[src/rtl/mux_bist_sequencer.sv]
// Built-in self-test sequencer for an external 4:1 multiplexer.
// Sweeps all 64 combinations of the four data inputs and two selects,
// holds each combination for SETTLE cycles, then compares the fed-back
// mux output Y against the value an ideal mux would produce.
//
// Vector index i maps onto the drive pins as {A[3],A[2],A[1],A[0],s0,s1} = i,
// and the ideal mux output is A[{s1,s0}] (s1 is the select MSB).
//
// Control handshake: start and abort are level-sampled single-cycle
// requests. start is honoured only in IDLE or DONE. abort is honoured
// only in RUN. When both are high together, abort wins and the sequencer
// lands in IDLE. No backpressure exists on the outputs; done/pass/err
// results stay stable until the next accepted start.
module mux_bist_sequencer #(
  parameter int unsigned SETTLE = 1
) (
  input  logic       clk,
  input  logic       rst_n,
  input  logic       start,
  input  logic       abort,
  output logic [3:0] A,
  output logic       s0,
  output logic       s1,
  input  logic       Y,
  output logic       busy,
  output logic       done,
  output logic       pass,
  output logic [6:0] err_count,
  output logic       fail_valid,
  output logic [5:0] first_fail,
  output logic [5:0] vec_idx,
  output logic [1:0] dbg_state
);

  typedef enum logic [1:0] {
    IDLE = 2'd0,
    RUN  = 2'd1,
    DONE = 2'd2
  } state_t;

  // The settle counter counts 0..SETTLE-1; the last value is the sample cycle.
  localparam logic [3:0] SETTLE_LAST = 4'(SETTLE - 1);
  localparam logic [5:0] LAST_VEC    = 6'd63;
  localparam logic [6:0] ERR_MAX     = 7'd64;

  state_t     state_q, state_d;
  logic [5:0] idx_q, idx_d;
  logic [3:0] cnt_q, cnt_d;
  logic [6:0] err_q, err_d;
  logic       fv_q, fv_d;
  logic [5:0] ff_q, ff_d;

  logic [3:0] a_cur;
  logic [1:0] sel_cur;
  logic       exp_y;
  logic       sample_now;
  logic       mismatch;

  // Ideal mux model for the vector currently on the pins.
  always_comb begin
    a_cur      = idx_q[5:2];
    sel_cur    = {idx_q[0], idx_q[1]};
    exp_y      = a_cur[sel_cur];
    sample_now = (state_q == RUN) && !abort && (cnt_q == SETTLE_LAST);
    mismatch   = sample_now && (Y != exp_y);
  end

  // State and datapath registers; reset clears everything to IDLE / zero.
  always_ff @(posedge clk or negedge rst_n) begin
    if (!rst_n) begin
      state_q <= IDLE;
      idx_q   <= '0;
      cnt_q   <= '0;
      err_q   <= '0;
      fv_q    <= 1'b0;
      ff_q    <= '0;
    end else begin
      state_q <= state_d;
      idx_q   <= idx_d;
      cnt_q   <= cnt_d;
      err_q   <= err_d;
      fv_q    <= fv_d;
      ff_q    <= ff_d;
    end
  end

  // Next-state logic: sweep sequencing, sampling and error bookkeeping.
  always_comb begin
    state_d = state_q;
    idx_d   = idx_q;
    cnt_d   = cnt_q;
    err_d   = err_q;
    fv_d    = fv_q;
    ff_d    = ff_q;

    case (state_q)
      IDLE: begin
        if (start && !abort) begin
          state_d = RUN;
          idx_d   = '0;
          cnt_d   = '0;
          err_d   = '0;
          fv_d    = 1'b0;
          ff_d    = '0;
        end
      end

      RUN: begin
        if (abort) begin
          // Results so far are kept for inspection; drive pins go back to 0.
          state_d = IDLE;
          idx_d   = '0;
          cnt_d   = '0;
        end else if (cnt_q == SETTLE_LAST) begin
          if (mismatch) begin
            if (err_q != ERR_MAX) begin
              err_d = err_q + 7'd1;
            end
            if (!fv_q) begin
              fv_d = 1'b1;
              ff_d = idx_q;
            end
          end
          cnt_d = '0;
          if (idx_q == LAST_VEC) begin
            // Last vector stays on the pins; no wrap back to vector 0.
            state_d = DONE;
          end else begin
            idx_d = idx_q + 6'd1;
          end
        end else begin
          cnt_d = cnt_q + 4'd1;
        end
      end

      DONE: begin
        if (start && abort) begin
          state_d = IDLE;
          idx_d   = '0;
          cnt_d   = '0;
        end else if (start) begin
          state_d = RUN;
          idx_d   = '0;
          cnt_d   = '0;
          err_d   = '0;
          fv_d    = 1'b0;
          ff_d    = '0;
        end
      end

      default: begin
        state_d = IDLE;
        idx_d   = '0;
        cnt_d   = '0;
      end
    endcase
  end

  // Outputs are direct decodes of registered state, so they are glitch-free.
  always_comb begin
    A          = idx_q[5:2];
    s0         = idx_q[1];
    s1         = idx_q[0];
    vec_idx    = idx_q;
    busy       = (state_q == RUN);
    done       = (state_q == DONE);
    pass       = (state_q == DONE) && (err_q == 7'd0);
    err_count  = err_q;
    fail_valid = fv_q;
    first_fail = ff_q;
    dbg_state  = state_q;
  end

endmodule

[config.mk]
export PLATFORM = sky130hd
export DESIGN_NAME = mux_bist_sequencer
export DESIGN_NICKNAME = d
export VERILOG_FILES = /design/src/rtl/mux_bist_sequencer.sv
export SDC_FILE = /design/constraint.sdc
export NUM_CORES = 1
export LEC_CHECK = 0
export CORE_ASPECT_RATIO = 0.75
export CORE_MARGIN = 8
export CORE_UTILIZATION = 52
export CTS_BUF_LIST = sky130_fd_sc_hd__clkbuf_4 sky130_fd_sc_hd__clkbuf_8
export DETAILED_ROUTE_END_ITERATION = 8
export GPL_TIMING_DRIVEN = 0
export PLACE_DENSITY = 0.81
export RECOVER_POWER = 50
export SYNTH_ARGS = -nofsm -noshare
export SYNTH_HDL_FRONTEND = slang
export SYNTH_SLANG_ARGS = --single-unit
[constraint.sdc]
create_clock -name clk -period 2.3 [get_ports clk]
set_input_delay 0.23 -clock clk [delete_from_list [all_inputs] [get_ports clk]]
set_output_delay 0.23 -clock clk [all_outputs]
set_load 0.03 [all_outputs]
==> metrics.txt, run 1 <==
outcome=finished clean; first-pass GRT wire length=6.35 mm; Final Critical Period=2.17 ns; Die X=79.3 um; Total GRT Usage=0.155; Final Net Count=212; fin util=0.698; final worst path period share=0.943; Detailed Place HPWL=2.93 mm; via count=1348; Detailed Route WL=3.81 mm; Slew Limit Headroom=0.203; number of clock sinks=26; Setup CP Type=reg -> reg; Highest Clock Rate=0.461 GHz; critical path cell sequence=inv_1 > ha_1 > or3b_4 > a211o_1 > nor4_1 > mux2i_1; yosys synthesis warning count=0; highest-count cells in the layout ignoring fill and taps=dfrtp_1 (26), clkdlybuf4s50_1 (20), nand2_1 (19); layout cells sized above 1=0.0945; Worst Path Arrival=2.37 ns; cell-internal power=0.707 mW; Avg Cell Area, Syn=9.63 um^2; Root Buffer=clkbuf_8; Switching Fraction=0.293; Avg Vias per Cell=5.64; max cap viols=0; pin count of the biggest net entering global routing=27; final hold viol count=0; die area=5030 um^2; hold crit path type=reg -> reg; Netlist cell types=37; Synth area leader=dfrtp_1; # diodes=0; Max VDD drop=267 uV; drt first pass iters=4; crit-path max cell delay=0.43 ns; CTS Buf Count=3; PD cells=496 nW/um^2; I/O Buffers=35; Starting Density=0.539; Area Growth Syn to Fin=29.4%; Yosys reg bits=26; Cell Area, Synth=1560 um^2; gpl congestion=0.868; setup TNS=0 ns; CP Max Fanout=6; io pins=36; CP required=2.50 ns; Post-CTS Setup Bufs=0; Worst setup SP type=flop; Synth top area share=0.417; DRT iter0 DRCs=122; H-tree depth=1; DIE HEIGHT=63.4 um; synthesized netlist cell count=162; final setup fails=0; std cell rows=17; Wirelength per Cell=16.0 um; RSZ-0062 raised after global routing=false; Core Region=2890 um^2; Final Slew Violations=0; GRT overflow=0; drt drc=0; Worst-Margin Slew=1.19 ns; Comb pwr share=0.211; P_leak=0.897 nW; register area=651 um^2; CTS tree=done; Clock Latency Late Sink=0.27 ns; sequential cell area fraction in the yosys report=0.417; hold buffers post-CTS=0; clock-pin transition on the worst setup and hold timing paths=0.09 ns; Synth Net Count=172; Max Clock Skew=0.00287 ns; antenna-violating nets left=0; Synth area leaders=dfrtp_1 (42%), mux2i_1 (11%), nand2_1 (4.6%); Flop pwr share=0.492; multi-input logic area=796 um^2; clock power share=0.297; commonest non-fill, non-tap cell in the layout=dfrtp_1; Longest Clk Path Bufs=2; initial antenna violation count=0; fill count=231; Setup crit end kind=flop; Slowest cell on crit path=dfrtp_1; number of global-route vias before repair=1328; Net Sw Power=0.293 mW
[synth_stat cells (all sizes together)]
cell / number
o31ai: 2
or2: 1
nor4: 4
mux4: 1
dfrtp: 26
o21a: 1
ha: 5
nor2: 2
clkbuf: 5
nor2b: 1
inv: 12
o21ai: 13
nor4b: 2
xnor2: 1
o22a: 1
o21bai: 1
buf: 7
a211oi: 2
nand3: 9
a211o: 1
a22o: 1
nand2b: 9
or3b: 1
nor3b: 2
nand2: 19
nor3: 3
a2111oi: 2
nor4bb: 1
or3: 2
mux2i: 17
and3: 4
o2bb2ai: 1
a21oi: 3
[critical path, delay by kind of cell, from the launching register on]
| kind | cells | cell delay (ns) |
|---|---|---|
| muxes | 1 | 0.24 |
| DFF | 1 | 0.43 |
| buffers and inverters | 1 | 0.08 |
| and+or+nand+nor | 2 | 0.79 |
| AOI/OAI and AO/OA | 1 | 0.40 |
| adders and majority gates | 1 | 0.15 |
[registers in the layout, summed over array words and instances, names as in the netlist]
name        count
first_fail      6
vec_idx         6
fail_valid      1
err_count       7
dbg_state       2
cnt_q           4
[cells by family after synthesis]
group / share of synthesized area
AOI/OAI and AO/OA: 0.114
adders and majority gates: 0.0401
buffers and inverters: 0.0770
xor gates and xnor gates: 0.0104
DFF: 0.417
and+or+nand+nor: 0.218
muxes: 0.123
[layout make-up]
type / count / area share
inverters: 12 / 0.0223
multi-input cells: 112 / 0.394
repair buffers: 35 / 0.173
clock buffers: 4 / 0.0273
flip-flops and latches: 26 / 0.322
well taps: 38 / 0.0236
plain buffers: 12 / 0.0372
[per-stage QoR]
step / cell area [um^2] / std cells / hold WS, ns / setup slack [ns] / total power [mW]
2_1_floorplan: 1560 / 162 / -0.0656 / 0.240 / 0.626
3_3_place_gp: 1960 / 235 / 0.489 / 0.119 / 0.709
3_5_place_dp: 1960 / 235 / 0.505 / 0.0927 / 0.715
4_1_cts: 2010 / 239 / 0.522 / 0.137 / 1.01
5_1_grt: 2020 / 239 / 0.552 / 0.00856 / 1.05
6_report: 2020 / 239 / 0.516 / 0.131 / 1.00
[what timing repair did]
action	CTS	global route
setup endpoints to repair	1	1
gates cloned	0	0
resized for setup	1	1
[path summary, 6_finish.rpt]
check	to	depth (start not counted)	from	slack, ns
setup reg to reg	err_count[5]	6	cnt_q[0]	0.13
hold reg to reg	fail_valid	1	fail_valid	0.52
min in group asynchronous	cnt_q[2]	1	rst_n	0.64
max in group asynchronous	first_fail[3]	1	rst_n	0.94
hold / removal	fail_valid	1	fail_valid	0.52
setup / recovery	err_count[5]	6	cnt_q[0]	0.13
[power groups by stage]
stage               registers [mW]  logic [mW]  clock network, mW
floorplan                    0.528      0.0984                  0
global placement             0.500       0.209                  0
detailed placement           0.501       0.214                  0
CTS                          0.492       0.215              0.306
global route                 0.495       0.227              0.326
finish                       0.492       0.211              0.297
[per-layer routing]
layer	share of wire	track usage	wire, um
met1	0.42	0.185	1590
met2	0.52	0.256	1980
met3	0.052	0.0467	199
met4	0.012	0.0530	44
met5	0	0	0
Note: power is estimated with default switching activity, not from simulation.
==> inputs of run 2 (changes only) <==
--- a/config.mk
+++ b/config.mk
@@ -6,7 +6,7 @@
 export NUM_CORES = 1
 export LEC_CHECK = 0
 export CORE_ASPECT_RATIO = 0.75
-export CORE_MARGIN = 8
+export CORE_MARGIN = 2
 export CORE_UTILIZATION = 52
 export CTS_BUF_LIST = sky130_fd_sc_hd__clkbuf_4 sky130_fd_sc_hd__clkbuf_8
 export DETAILED_ROUTE_END_ITERATION = 8
==> run 2 against run 1 <==
Compared with the run above:
- combinational power is essentially flat
- design area is essentially flat
- hold slack gained 0.013 ns
- wire length grew 1.2%
- global-route usage grew 9.7 points
- critical path depth is the same
- clock power is essentially flat
- via count grew 1.7%
- first-iteration DRC count shrank 16%
- critical endpoint is now err_count[3]
- largest cell class unchanged
==> metrics.txt, run 2 (same netlist as run 1, synthesis figures left out) <==
Final Critical Period=2.17 ns; clock-pin transition on the worst setup and hold timing paths=0.09 ns; final setup fails=0; Area Growth Syn to Fin=29.4%; pin count of the biggest net entering global routing=27; Final Net Count=212; highest-count cells in the layout ignoring fill and taps=dfrtp_1 (26), nand2_1 (19), clkdlybuf4s50_1 (18); Avg Vias per Cell=5.74; drt first pass iters=4; DP Area=1960 um^2; first-pass GRT wire length=6.40 mm; PD cells=495 nW/um^2; io pins=36; Core Region=2890 um^2; die area=3460 um^2; Clock Latency Late Sink=0.27 ns; hold buffers post-CTS=0; drt drc=0; DRT iter0 DRCs=102; commonest non-fill, non-tap cell in the layout=dfrtp_1; Total GRT Usage=0.252; layout cells sized above 1=0.0945; final worst path period share=0.943; post-route cell area=2020 um^2; final hold viol count=0; H-tree depth=1; DIE HEIGHT=51.4 um; P_leak=0.900 nW; Wirelength per Cell=16.2 um; Highest Clock Rate=0.461 GHz; initial antenna violation count=0; CP Max Fanout=6; Starting Density=0.539; Detailed Route WL=3.86 mm; max cap viols=0; max reg flops=7; Setup crit end kind=flop; Max VDD drop=364 uV; Longest Clk Path Bufs=2; RSZ-0062 raised after global routing=false; CTS Buf Count=3; Die X=67.3 um; number of global-route vias before repair=1307; hold slack=0.530 ns; std cell rows=17; antenna-violating nets left=0; via count=1371; gpl congestion=0.862; # diodes=0; Worst-Margin Slew=1.19 ns; fin util=0.698; I/O Buffers=35; Worst Path Arrival=2.37 ns; setup TNS=0 ns; number of clock sinks=26; outcome=finished clean; Worst setup SP type=flop; Final Power=1.00 mW; Max Clock Skew=0.00146 ns; CTS tree=done; Setup CP Type=reg -> reg; Final Slew Violations=0; Worst R2R Setup Slack=0.13 ns; GRT overflow=0; Slew Limit Headroom=0.206; Root Buffer=clkbuf_8; hold crit path type=reg -> reg; CP required=2.50 ns; Detailed Place HPWL=2.85 mm
==> run 2: cell types whose count changed in the layout (fill, tap and decap cells not counted) <==
cell | previous run | this run
a2111oi_0 | 2 | 1
a2111oi_1 | 0 | 1
dlygate4sd3_1 | 14 | 16
clkdlybuf4s50_1 | 20 | 18
==> run 2: power breakdown <==
group | switching, mW | total [mW] | internal (mW)
clock | 0.141 | 0.294 | 0.153
combinational | 0.131 | 0.213 | 0.0823
sequential | 0.0216 | 0.493 | 0.472
==> run 2: final timing paths <==
path	startpoint	end	cells past startpoint
setup / recovery	cnt_q[0]	err_count[3]	6
hold / removal	first_fail[1]	first_fail[1]	2
setup reg to reg	cnt_q[0]	err_count[3]	6
hold reg to reg	first_fail[1]	first_fail[1]	2
max in group asynchronous	rst_n	err_count[1]	1
min in group asynchronous	rst_n	cnt_q[2]	1
==> run 2: worst max-delay path: stages, from the launching register on <==
cell and delay [ns]:
dfrtp_1 0.43, inv_1 0.08, ha_1 0.16, or3b_4 0.41
a211o_1 0.41, nor4_1 0.37, mux2i_1 0.23
==> run 2: timing repair <==
item,CTS,global route
cloned,0,0
endpoints found under the setup margin,1,2
buffers inserted,0,0
gates resized for setup,1,2
==> run 2: layout make-up <==
type / instances / area (um^2)
Multi-Input combinational cell: 112 / 797
Buffer: 12 / 75.1
Sequential cell: 26 / 651
Clock buffer: 4 / 55.1
Fill cell: 242 / 873
Inverter: 12 / 45.0
Tap cell: 38 / 47.5
Timing Repair Buffer: 35 / 349
==> run 2: layer usage <==
| metal | vias to the layer above | GRT usage | wire length [um] |
|---|---|---|---|
| met5 | - | 0 | 0 |
| met1 | 675 | 0.313 | 1650 |
| met3 | 4 | 0.0551 | 206 |
| met4 | 0 | 0.0646 | 50 |
| li1 | 642 | - | - |
| met2 | 50 | 0.441 | 1950 |
==> run 2: metrics by stage <==
step	std cells	worst slack [ns]
2_1_floorplan	162	0.240
3_3_place_gp	235	0.138
3_5_place_dp	235	0.0706
4_1_cts	239	0.0910
5_1_grt	239	0.0231
6_report	239	0.130
